===== src/rtl/mc_ctrl_pkg.sv =====
// ============================================================================
// Package     : mc_ctrl_pkg
// Description : Shared types and encodings for the multi-cycle MIPS control
//               unit: FSM state enum, opcode constants, ALUOp / PCSource /
//               ALUSrcB codes and error codes.
// Config      : MC_CTRL_ILLEGAL_TRAP_EN (used by multicycle_control)
// Revision    : 1.0 - initial release
// ============================================================================
`default_nettype none

package mc_ctrl_pkg;

  // FSM states; the encoding is visible on state_dbg
  typedef enum logic [3:0] {
    S_IDLE     = 4'd0,
    S_FETCH    = 4'd1,
    S_DECODE   = 4'd2,
    S_R_EXEC   = 4'd3,
    S_R_WB     = 4'd4,
    S_MEM_ADDR = 4'd5,
    S_MEM_RD   = 4'd6,
    S_MEM_WR   = 4'd7,
    S_MEM_WB   = 4'd8,
    S_BEQ      = 4'd9,
    S_BNE      = 4'd10,
    S_IMM_EXEC = 4'd11,
    S_IMM_WB   = 4'd12,
    S_JUMP     = 4'd13,
    S_HALT     = 4'd14
  } state_e;

  // Opcode field values (IR[31:26])
  localparam logic [5:0] OP_RTYPE = 6'b000000;
  localparam logic [5:0] OP_LW    = 6'b100011;
  localparam logic [5:0] OP_SW    = 6'b101011;
  localparam logic [5:0] OP_BEQ   = 6'b000100;
  localparam logic [5:0] OP_BNE   = 6'b000101;
  localparam logic [5:0] OP_XORI  = 6'b001110;
  localparam logic [5:0] OP_J     = 6'b000010;

  // ALU control classes
  localparam logic [1:0] ALUOP_ADD   = 2'b00;
  localparam logic [1:0] ALUOP_SUB   = 2'b01;
  localparam logic [1:0] ALUOP_FUNCT = 2'b10;
  localparam logic [1:0] ALUOP_XOR   = 2'b11;

  // PC source select
  localparam logic [1:0] PCSRC_ALU    = 2'b00;
  localparam logic [1:0] PCSRC_ALUOUT = 2'b01;
  localparam logic [1:0] PCSRC_JUMP   = 2'b10;

  // ALU operand B select
  localparam logic [1:0] SRCB_REG     = 2'b00;
  localparam logic [1:0] SRCB_FOUR    = 2'b01;
  localparam logic [1:0] SRCB_IMM     = 2'b10;
  localparam logic [1:0] SRCB_IMM_SH2 = 2'b11;

  // Error codes reported in HALT
  localparam logic [1:0] ERR_NONE    = 2'b00;
  localparam logic [1:0] ERR_TIMEOUT = 2'b01;
  localparam logic [1:0] ERR_ILLEGAL = 2'b10;

  // States that wait on the memory ready handshake
  function automatic logic is_wait_state(state_e s);
    return (s == S_FETCH) || (s == S_MEM_RD) || (s == S_MEM_WR);
  endfunction

endpackage

`default_nettype wire


===== src/rtl/mc_wait_timer.sv =====
// ============================================================================
// Module      : mc_wait_timer
// Description : Memory wait-cycle counter. Counts not-ready cycles while
//               enabled and flags a timeout on the MEM_TIMEOUT-th one, unless
//               mem_ready arrives in that same cycle.
// Revision    : 1.0 - initial release
// ============================================================================
`default_nettype none

module mc_wait_timer #(
  parameter int MEM_TIMEOUT = 16
) (
  input  logic clk,
  input  logic reset,
  input  logic clear_i,
  input  logic enable_i,
  input  logic mem_ready_i,
  output logic timeout_o
);

  localparam int CNT_W = $clog2(MEM_TIMEOUT + 1);

  logic [CNT_W-1:0] cnt_q;
  logic [CNT_W-1:0] cnt_d;

  // Counter register, cleared asynchronously on reset
  always_ff @(posedge clk or posedge reset) begin
    if (reset) cnt_q <= '0;
    else       cnt_q <= cnt_d;
  end

  // Clear on state change, otherwise count saturating not-ready cycles
  always_comb begin
    cnt_d = cnt_q;
    if (clear_i) begin
      cnt_d = '0;
    end else if (enable_i && !mem_ready_i && (cnt_q != CNT_W'(MEM_TIMEOUT))) begin
      cnt_d = cnt_q + CNT_W'(1);
    end
  end

  assign timeout_o = enable_i && !mem_ready_i && (cnt_q == CNT_W'(MEM_TIMEOUT - 1));

endmodule

`default_nettype wire


===== src/rtl/multicycle_control.sv =====
// ============================================================================
// Module      : multicycle_control
// Description : Moore FSM control unit for the multi-cycle MIPS datapath.
//               Sequences fetch/decode/execute/memory/writeback, stalls on
//               mem_ready and halts on memory timeout.
// Config      : MC_CTRL_ILLEGAL_TRAP_EN - unknown opcode traps to HALT with
//               err_code=10; otherwise it is executed as a NOP.
// Revision    : 1.0 - initial release
// ============================================================================
`default_nettype none

module multicycle_control
  import mc_ctrl_pkg::*;
#(
  parameter int OPCODE_W    = 6,
  parameter int ALUOP_W     = 2,
  parameter int MEM_TIMEOUT = 16
) (
  input  logic                clk,
  input  logic                reset,
  input  logic [OPCODE_W-1:0] Opcode,
  input  logic                mem_ready,
  output logic                PCWrite,
  output logic                PCWriteCond,
  output logic                IorD,
  output logic                IRWrite,
  output logic                MemRead,
  output logic                MemWrite,
  output logic                MemtoReg,
  output logic                RegDst,
  output logic                RegWrite,
  output logic                ALUSrcA,
  output logic                SignZero,
  output logic                BranchNE,
  output logic [1:0]          PCSource,
  output logic [1:0]          ALUSrcB,
  output logic [ALUOP_W-1:0]  ALUOp,
  output logic                halted,
  output logic [1:0]          err_code,
  output logic [3:0]          state_dbg
);

  state_e     state_q, state_d;
  logic       is_sw_q, is_sw_d;
  logic [1:0] err_q, err_d;
  logic       timeout;

  mc_wait_timer #(
    .MEM_TIMEOUT (MEM_TIMEOUT)
  ) u_wait_timer (
    .clk         (clk),
    .reset       (reset),
    .clear_i     (state_d != state_q),
    .enable_i    (is_wait_state(state_q)),
    .mem_ready_i (mem_ready),
    .timeout_o   (timeout)
  );

  // State, latched load/store flavour and error code registers
  always_ff @(posedge clk or posedge reset) begin
    if (reset) begin
      state_q <= S_IDLE;
      is_sw_q <= 1'b0;
      err_q   <= ERR_NONE;
    end else begin
      state_q <= state_d;
      is_sw_q <= is_sw_d;
      err_q   <= err_d;
    end
  end

  // Next-state logic, including opcode dispatch and timeout handling
  always_comb begin
    state_d = state_q;
    is_sw_d = is_sw_q;
    err_d   = err_q;
    case (state_q)
      S_IDLE:   state_d = S_FETCH;
      S_FETCH: begin
        if (mem_ready) begin
          state_d = S_DECODE;
        end else if (timeout) begin
          state_d = S_HALT;
          err_d   = ERR_TIMEOUT;
        end
      end
      S_DECODE: begin
        is_sw_d = (Opcode == OPCODE_W'(OP_SW));
        if (Opcode == OPCODE_W'(OP_RTYPE))                                   state_d = S_R_EXEC;
        else if ((Opcode == OPCODE_W'(OP_LW)) || (Opcode == OPCODE_W'(OP_SW))) state_d = S_MEM_ADDR;
        else if (Opcode == OPCODE_W'(OP_BEQ))                                state_d = S_BEQ;
        else if (Opcode == OPCODE_W'(OP_BNE))                                state_d = S_BNE;
        else if (Opcode == OPCODE_W'(OP_XORI))                               state_d = S_IMM_EXEC;
        else if (Opcode == OPCODE_W'(OP_J))                                  state_d = S_JUMP;
        else begin
`ifdef MC_CTRL_ILLEGAL_TRAP_EN
          state_d = S_HALT;
          err_d   = ERR_ILLEGAL;
`else
          state_d = S_FETCH;
`endif
        end
      end
      S_R_EXEC:   state_d = S_R_WB;
      S_R_WB:     state_d = S_FETCH;
      S_MEM_ADDR: state_d = is_sw_q ? S_MEM_WR : S_MEM_RD;
      S_MEM_RD: begin
        if (mem_ready) begin
          state_d = S_MEM_WB;
        end else if (timeout) begin
          state_d = S_HALT;
          err_d   = ERR_TIMEOUT;
        end
      end
      S_MEM_WR: begin
        if (mem_ready) begin
          state_d = S_FETCH;
        end else if (timeout) begin
          state_d = S_HALT;
          err_d   = ERR_TIMEOUT;
        end
      end
      S_MEM_WB:   state_d = S_FETCH;
      S_BEQ:      state_d = S_FETCH;
      S_BNE:      state_d = S_FETCH;
      S_IMM_EXEC: state_d = S_IMM_WB;
      S_IMM_WB:   state_d = S_FETCH;
      S_JUMP:     state_d = S_FETCH;
      S_HALT:     state_d = S_HALT;
      default:    state_d = S_IDLE;
    endcase
  end

  // Moore output decode; only FETCH looks at mem_ready to gate PC/IR writes
  always_comb begin
    PCWrite     = 1'b0;
    PCWriteCond = 1'b0;
    IorD        = 1'b0;
    IRWrite     = 1'b0;
    MemRead     = 1'b0;
    MemWrite    = 1'b0;
    MemtoReg    = 1'b0;
    RegDst      = 1'b0;
    RegWrite    = 1'b0;
    ALUSrcA     = 1'b0;
    SignZero    = 1'b0;
    BranchNE    = 1'b0;
    PCSource    = PCSRC_ALU;
    ALUSrcB     = SRCB_REG;
    ALUOp       = ALUOP_W'(ALUOP_ADD);
    case (state_q)
      S_FETCH: begin
        MemRead = 1'b1;
        ALUSrcB = SRCB_FOUR;
        IRWrite = mem_ready;
        PCWrite = mem_ready;
      end
      S_DECODE:   ALUSrcB = SRCB_IMM_SH2;
      S_R_EXEC: begin
        ALUSrcA = 1'b1;
        ALUOp   = ALUOP_W'(ALUOP_FUNCT);
      end
      S_R_WB: begin
        RegDst   = 1'b1;
        RegWrite = 1'b1;
      end
      S_MEM_ADDR: begin
        ALUSrcA = 1'b1;
        ALUSrcB = SRCB_IMM;
      end
      S_MEM_RD: begin
        MemRead = 1'b1;
        IorD    = 1'b1;
      end
      S_MEM_WR: begin
        MemWrite = 1'b1;
        IorD     = 1'b1;
      end
      S_MEM_WB: begin
        MemtoReg = 1'b1;
        RegWrite = 1'b1;
      end
      S_BEQ, S_BNE: begin
        ALUSrcA     = 1'b1;
        ALUOp       = ALUOP_W'(ALUOP_SUB);
        PCWriteCond = 1'b1;
        PCSource    = PCSRC_ALUOUT;
        BranchNE    = (state_q == S_BNE);
      end
      S_IMM_EXEC: begin
        ALUSrcA  = 1'b1;
        ALUSrcB  = SRCB_IMM;
        ALUOp    = ALUOP_W'(ALUOP_XOR);
        SignZero = 1'b1;
      end
      S_IMM_WB:   RegWrite = 1'b1;
      S_JUMP: begin
        PCWrite  = 1'b1;
        PCSource = PCSRC_JUMP;
      end
      default: ;
    endcase
  end

  assign halted    = (state_q == S_HALT);
  assign err_code  = err_q;
  assign state_dbg = state_q;

endmodule

`default_nettype wire


===== config.mk =====
export PLATFORM = sky130hd
export DESIGN_NAME = multicycle_control
export DESIGN_NICKNAME = d
export VERILOG_FILES = /design/src/rtl/mc_ctrl_pkg.sv /design/src/rtl/mc_wait_timer.sv /design/src/rtl/multicycle_control.sv
export SDC_FILE = /design/constraint.sdc
export NUM_CORES = 1
export LEC_CHECK = 0
export BUFFER_PORTS_ARGS = -buffer_cell sky130_fd_sc_hd__buf_2
export CAP_MARGIN = 40
export CORE_MARGIN = 1
export CORE_UTILIZATION = 50
export CTS_CLUSTER_SIZE = 28
export DETAILED_ROUTE_END_ITERATION = 16
export PLACE_DENSITY = 0.79
export SYNTH_ARGS = -nofsm -noshare
export SYNTH_HDL_FRONTEND = slang
export SYNTH_HIERARCHICAL = 1
export SYNTH_SLANG_ARGS = --single-unit

===== constraint.sdc =====
create_clock -name clk -period 3.56 [get_ports clk]
set_input_delay 0.712 -clock clk [delete_from_list [all_inputs] [get_ports clk]]
set_output_delay 0.712 -clock clk [all_outputs]
set_load 0.005 [all_outputs]

==> impl_metrics.yaml, run 1 <==
drt:
  firstDrtPassIters: 4
  drt_wl_total_mm: 2.523
  drtIter0Drc: 19
  via_per_inst: 5.512
  routedWlPerCell_um: 12.43
  drcViolationCount: 0
  vias: 1119
  drtAntennaViolNets: 0
layout:
  syn_to_final_growth_pct: 18.87
  antenna_cells: 0
  nNetsFinal: 189
  layout-drive-gt1-share_pct: 25.57
floorplanning:
  core-area_sq_um: 1982
  initial_utilization_pct: 53.54
  fp.dieArea_sq_um: 2310
  ios: 34
  fp-row-count: 16
  die_width_um: 48.07
  die_y_um: 48.07
yosys:
  synthArstFlopShare_pct: 100.0
  syn_area_sq_um: 1061
  synth_cells: 145
  synth_area_per_cell_sq_um: 7.317
  synth_flop_cell: "dfrtp_1"
  synth-seq-cells: 11
  synth_enable_flop_cells: 0
  syn_nets: 157
  ys_seq_area_share_pct: 25.94
  yosysWarningCount: 6
  synth_cell_types: 44
critical_path:
  r2r_cells: 11
  cp-start-kind: "register"
  r2r_end: "u_wait_timer/cnt_q[2]"
  worstSetupPathType: "reg -> reg"
  worstPathMaxFanout: 19
  r2r-start: "state_dbg[1]"
  crit_chain: "nand2_1, a21oi_1, nor2b_1, and2_1, nor2b_1, a2bb2oi_1, a2bb2oi_1, a2bb2oi_2, o211ai_1, inv_1, a32o_1"
  cp_slowest_stage_delay_ps: 680
  worstPathRequired_ps: 3720
  reg2reg_slack_ps: 290
  cp.arrival_ps: 3430
  cpMaxStageDelayCell: "dfrtp_1"
  endpoint_kind: "register"
global_route:
  grt_pass1_wl_mm: 3.484
  grt_pass1_vias: 851
  grt_use_total_pct: 22.42
  grt.overflow.total: 0
  antenna_found_initial: 0
  grt_max_degree: 20
cts:
  hold_buffers: 0
  cts_resized: 0
  ctsLongestPathBuffers: 2
  cts_tree: "built"
  clk_pin_slew_worst_paths_ps: 60
  htreeDepth: 1
  cts_root_buf: "clkbuf_4"
  cts_made_buffers: 3
  clk_latency_ps: 270
  post_cts_buffers: 0
  clock-sinks: 11
sta:
  setup_tns_ps: 0
  period_share_pct: 91.92
  fin_ws_ps: 287.8
  hold_violations: 0
  fin_skew_ps: 6.658
  fmax_mhz: 305.6
  slew-limit-headroom_pct: 64.13
  worstMarginPinSlew_ps: 538.0
  rsz0062_at_grt: "false"
  drv_slew: 0
  report.final.setup_viol: 0
  period_minus_slack_ps: 3272
placement:
  pre_cts_slack_ps: 374.2
  post-dp-hpwl_mm: 1.976
  port-buffer-count: 32
  gp_congestion: 0.8589
flow_run:
  maxCapViolations: 0
hold_path:
  min_path_type: "in -> async"
power:
  leakage_nw: 0.6364
  max-vdd-ir-drop_uv: 314.4
  power_density_nw_per_um2: 616.9
outcome:
  status: "complete, no violations"
[routing by layer]
| metal | up-vias | track usage [%] | part of all wire, % |
|---|---|---|---|
| li1 | 568 | - | - |
| met1 | 508 | 27.88 | 45 |
| met2 | 39 | 36.76 | 47 |
| met3 | 4 | 4.151 | 5.8 |
| met4 | 0 | 11.67 | 1.4 |
| met5 | - | 0 | 0 |
[how the worst max path moves through the flow]
| stage | start | endpoint | slack, ps |
|---|---|---|---|
| 3_3_place_gp | state_dbg[1] | u_wait_timer/cnt_q[2] | 510 |
| 5_1_grt | state_dbg[1] | u_wait_timer/cnt_q[2] | 10 |
| 6_report | state_dbg[1] | u_wait_timer/cnt_q[2] | 290 |
| 4_1_cts | state_dbg[1] | u_wait_timer/cnt_q[2] | 350 |
| 3_5_place_dp | state_dbg[1] | u_wait_timer/cnt_q[2] | 370 |
| 2_1_floorplan | state_dbg[1] | u_wait_timer/cnt_q[2] | 920 |
[state kept, by name, indices dropped and copies added (netlist names)]
| signal | flops |
|---|---|
| is_sw_q | 1 |
| u_wait_timer/cnt_q | 5 |
| state_dbg | 4 |
| err_code | 1 |
[worst max-delay path, delay by kind of cell (launching register included)]
| kind | cells | cell delay, ps |
|---|---|---|
| compound gates | 6 | 1260 |
| flops | 1 | 680 |
| buf+inv | 1 | 170 |
| simple gates | 4 | 1050 |
[metrics by stage]
| stage | cell area (sq um) | total power, mW | hold slack [ps] | instances | utilization, % |
|---|---|---|---|---|---|
| after floorplan | 1061 | 0.5473 | 448.4 | 145 | - |
| after global placement | 1235 | 0.6815 | 459.9 | 199 | 62.31 |
| after detailed placement | 1235 | 0.6967 | 468.7 | 199 | 62.31 |
| after CTS | 1261 | 0.7843 | 328.1 | 203 | 63.64 |
| after global routing | 1261 | 0.8574 | 348.2 | 203 | 63.64 |
| final | 1261 | 0.7780 | 336.6 | 203 | 63.64 |
[cell usage after synthesis, types with 2 or more instances]
cell,count,area [sq um]
and2_1,2,12.51
dfrtp_1,11,275.3
o21a_1,2,15.01
nor2_1,25,93.84
nand2_1,15,56.30
nand4_1,2,12.51
or3_1,3,18.77
clkbuf_1,5,18.77
nand2b_1,3,18.77
ha_1,3,37.54
xnor2_1,3,26.28
a21oi_1,11,55.05
nor3_1,4,20.02
a2bb2oi_1,3,26.28
inv_1,9,33.78
nor3b_1,2,15.01
o21ai_0,7,35.03
nor2b_1,4,25.02
nand3_1,3,15.01
a21o_1,2,15.01
a31oi_1,2,12.51
or4b_4,2,27.53
[cells in the final DEF, fill, tap and decap left out, drive strengths merged, types with 3 or more instances in the layout]
cell and n:
nor2b 4, nand3 3, inv 10, or3 3
dfrtp 11, xnor2 3, a21oi 11, clkbuf 4
nand2b 3, nand2 15, a2bb2oi 4, ha 3
o21ai 7, nor2 25, nor3 4, buf 35
[power breakdown]
part	internal [mW]	switching, mW
registers	0.151	0.0416
logic	0.214	0.290
clock network	0.0433	0.0378
[cell families (layout without fill, tap and decap cells)]
kind of cell	Yosys count	after routing	share of synthesized area, %
adders and majority gates	3	3	3.538
DFF	11	11	25.94
other	1	1	0.3534
AOI/OAI and AO/OA	37	37	24.06
and+or+nand+nor	69	69	32.66
xor gates and xnor gates	3	3	2.477
buffers and inverters	18	49	7.547
muxes	3	3	3.419
[layout make-up]
| type | instances | area, sq um |
|---|---|---|
| repair buffers | 35 | 182.7 |
| flip-flops and latches | 11 | 275.3 |
| clock buffers | 4 | 26.28 |
| well taps | 27 | 33.78 |
| multi-input cells | 116 | 705.7 |
| inverters | 10 | 37.54 |
| fillers | 187 | 720.7 |
No activity file was read; power rests on OpenSTA's default activity.
==> run 2: changes to the inputs <==
- GPL_TIMING_DRIVEN: default -> 0
- REMOVE_ABC_BUFFERS: default -> 1
==> run 2 against run 1 <==
  * Combinational power is 15% lower
  * Die area stayed put
  * Sequential power is 26% higher
  * Global-route usage is 0.67 points higher
  * First-iteration DRC count is 11% lower
  * Worst setup slack better by 88 ps
  * Routed wire length is 4.8% lower
  * Worst hold slack better by 16 ps
  * Maximum frequency is 2.8% higher
  * Highest routed layer unchanged
==> impl_metrics.yaml, run 2 (synthesis gave the netlist of run 1 again) <==
outcome:
  status: "complete, no violations"
critical_path:
  cp.arrival_ps: 3330
  worstPathRequired_ps: 3710
  endpoint_kind: "register"
  worstPathMaxFanout: 17
  r2r-start: "state_dbg[2]"
  worstSetupPathType: "reg -> reg"
  r2r_cells: 11
  cp-start-kind: "register"
  r2r_end: "u_wait_timer/cnt_q[2]"
  reg2reg_slack_ps: 380
drt:
  drcViolationCount: 0
  vias: 1117
  drtAntennaViolNets: 0
  routedWlPerCell_um: 12.01
  drt_wl_total_mm: 2.401
  via_per_inst: 5.585
  firstDrtPassIters: 4
  drtIter0Drc: 17
power:
  netSwitchingFraction_pct: 47.07
  power_frac_comb_pct: 57.3
  p_seq_share_pct: 32.3
  internal_power_mw: 0.3948
  clockPowerShare_pct: 10.3
  power.switching_mw: 0.3511
  power_mw: 0.7459
  max-vdd-ir-drop_uv: 386.2
  leakage_nw: 0.6188
  power_density_nw_per_um2: 600.9
floorplanning:
  core-area_sq_um: 1982
  die_y_um: 48.07
  fp-row-count: 16
  initial_utilization_pct: 53.54
  fp.dieArea_sq_um: 2310
  die_width_um: 48.07
  ios: 34
layout:
  final_common_cell: "buf_2"
  nNetsFinal: 186
  regArea_sq_um: 277.8
  fillers: 194
  finalNonFillerCells: 200
  antenna_cells: 0
  final_cell_mix: "buf_2, nor2_1, nand2_1"
  largest_reg_flops: 5
  multi_input_comb_area_sq_um: 705.7
  layout-drive-gt1-share_pct: 25.43
  syn_to_final_growth_pct: 16.98
  regMostFlops: "u_wait_timer/cnt_q"
sta:
  worstMarginPinSlew_ps: 508.3
  period_share_pct: 89.45
  report.final.setup_viol: 0
  fin_ws_ps: 375.5
  slew-limit-headroom_pct: 66.11
  period_minus_slack_ps: 3184
  setup_tns_ps: 0
  fmax_mhz: 314.0
  drv_slew: 0
  hold_violations: 0
  rsz0062_at_grt: "false"
  hold_slack_ps: 352.6
  fin_skew_ps: 0.1318
cts:
  cts_tree: "built"
  cts_root_buf: "clkbuf_4"
  cts_made_buffers: 3
  cts_resized: 0
  ctsLongestPathBuffers: 2
  hold_buffers: 0
  clk_latency_ps: 250
  htreeDepth: 1
  post_cts_buffers: 0
  clock-sinks: 11
  clk_pin_slew_worst_paths_ps: 60
placement:
  pre_cts_slack_ps: 317.9
  gp_congestion: 0.7787
  post-dp-hpwl_mm: 1.883
  port-buffer-count: 32
  dp_cells: 196
global_route:
  grt_max_degree: 21
  antenna_found_initial: 0
  grt_pass1_vias: 867
  grt_pass1_wl_mm: 3.746
  grt_use_total_pct: 23.09
  grt.overflow.total: 0
hold_path:
  min_path_type: "in -> async"
flow_run:
  maxCapViolations: 0
-- run 2: cell count changes in the layout (fill, tap and decap cells not counted), sizes merged --
cell / change
buf: -3
-- run 2: worst max path at each step --
stage	start	endpoint	depth (start not counted)
after global routing	state_dbg[2]	u_wait_timer/cnt_q[4]	12
after global placement	state_dbg[0]	u_wait_timer/cnt_q[2]	12
after detailed placement	state_dbg[0]	u_wait_timer/cnt_q[2]	12
final	state_dbg[2]	u_wait_timer/cnt_q[2]	11
after floorplan	state_dbg[0]	u_wait_timer/cnt_q[2]	11
after CTS	state_dbg[0]	u_wait_timer/cnt_q[2]	12
-- run 2: power groups by stage --
stage	Sequential [mW]	Clock, mW	Combinational (mW)
after global routing	0.254	0.0872	0.480
after CTS	0.237	0.0819	0.429
after global placement	0.238	0	0.419
after floorplan	0.217	0	0.301
after detailed placement	0.240	0	0.428
final	0.241	0.0772	0.428
-- run 2: metrics by stage --
| step | utilization (%) | cell area (sq um) |
|---|---|---|
| 2_1_floorplan | - | 1018 |
| 3_3_place_gp | 61.17 | 1212 |
| 3_5_place_dp | 61.17 | 1212 |
| 4_1_cts | 62.50 | 1239 |
| 5_1_grt | 62.63 | 1241 |
| 6_report | 62.63 | 1241 |
-- run 2: cell type report --
class                      instances  share of cell area [%]
clock buffer                       4                   2.117
tap                               27                   2.722
multi-input combinational        116                   56.85
sequential                        11                   22.38
timing repair buffer              32                   12.90
inverter                          10                   3.024
-- run 2: routing by layer --
metal	wire length, um	up-vias	GRT usage, %
met2	1144	32	38.38
li1	-	560	-
met5	0	-	0
met3	114	2	6.792
met1	1136	523	30.91
met4	6	0	1.667
-- run 2: critical path: stages (launching register included) --
cell	delay, ps
dfrtp_1	650
nand2_1	230
a21oi_1	210
nor2b_1	310
and2_1	200
nor2b_1	280
a2bb2oi_1	270
a2bb2oi_1	200
a2bb2oi_2	70
o211ai_1	230
inv_1	160
a32o_1	250
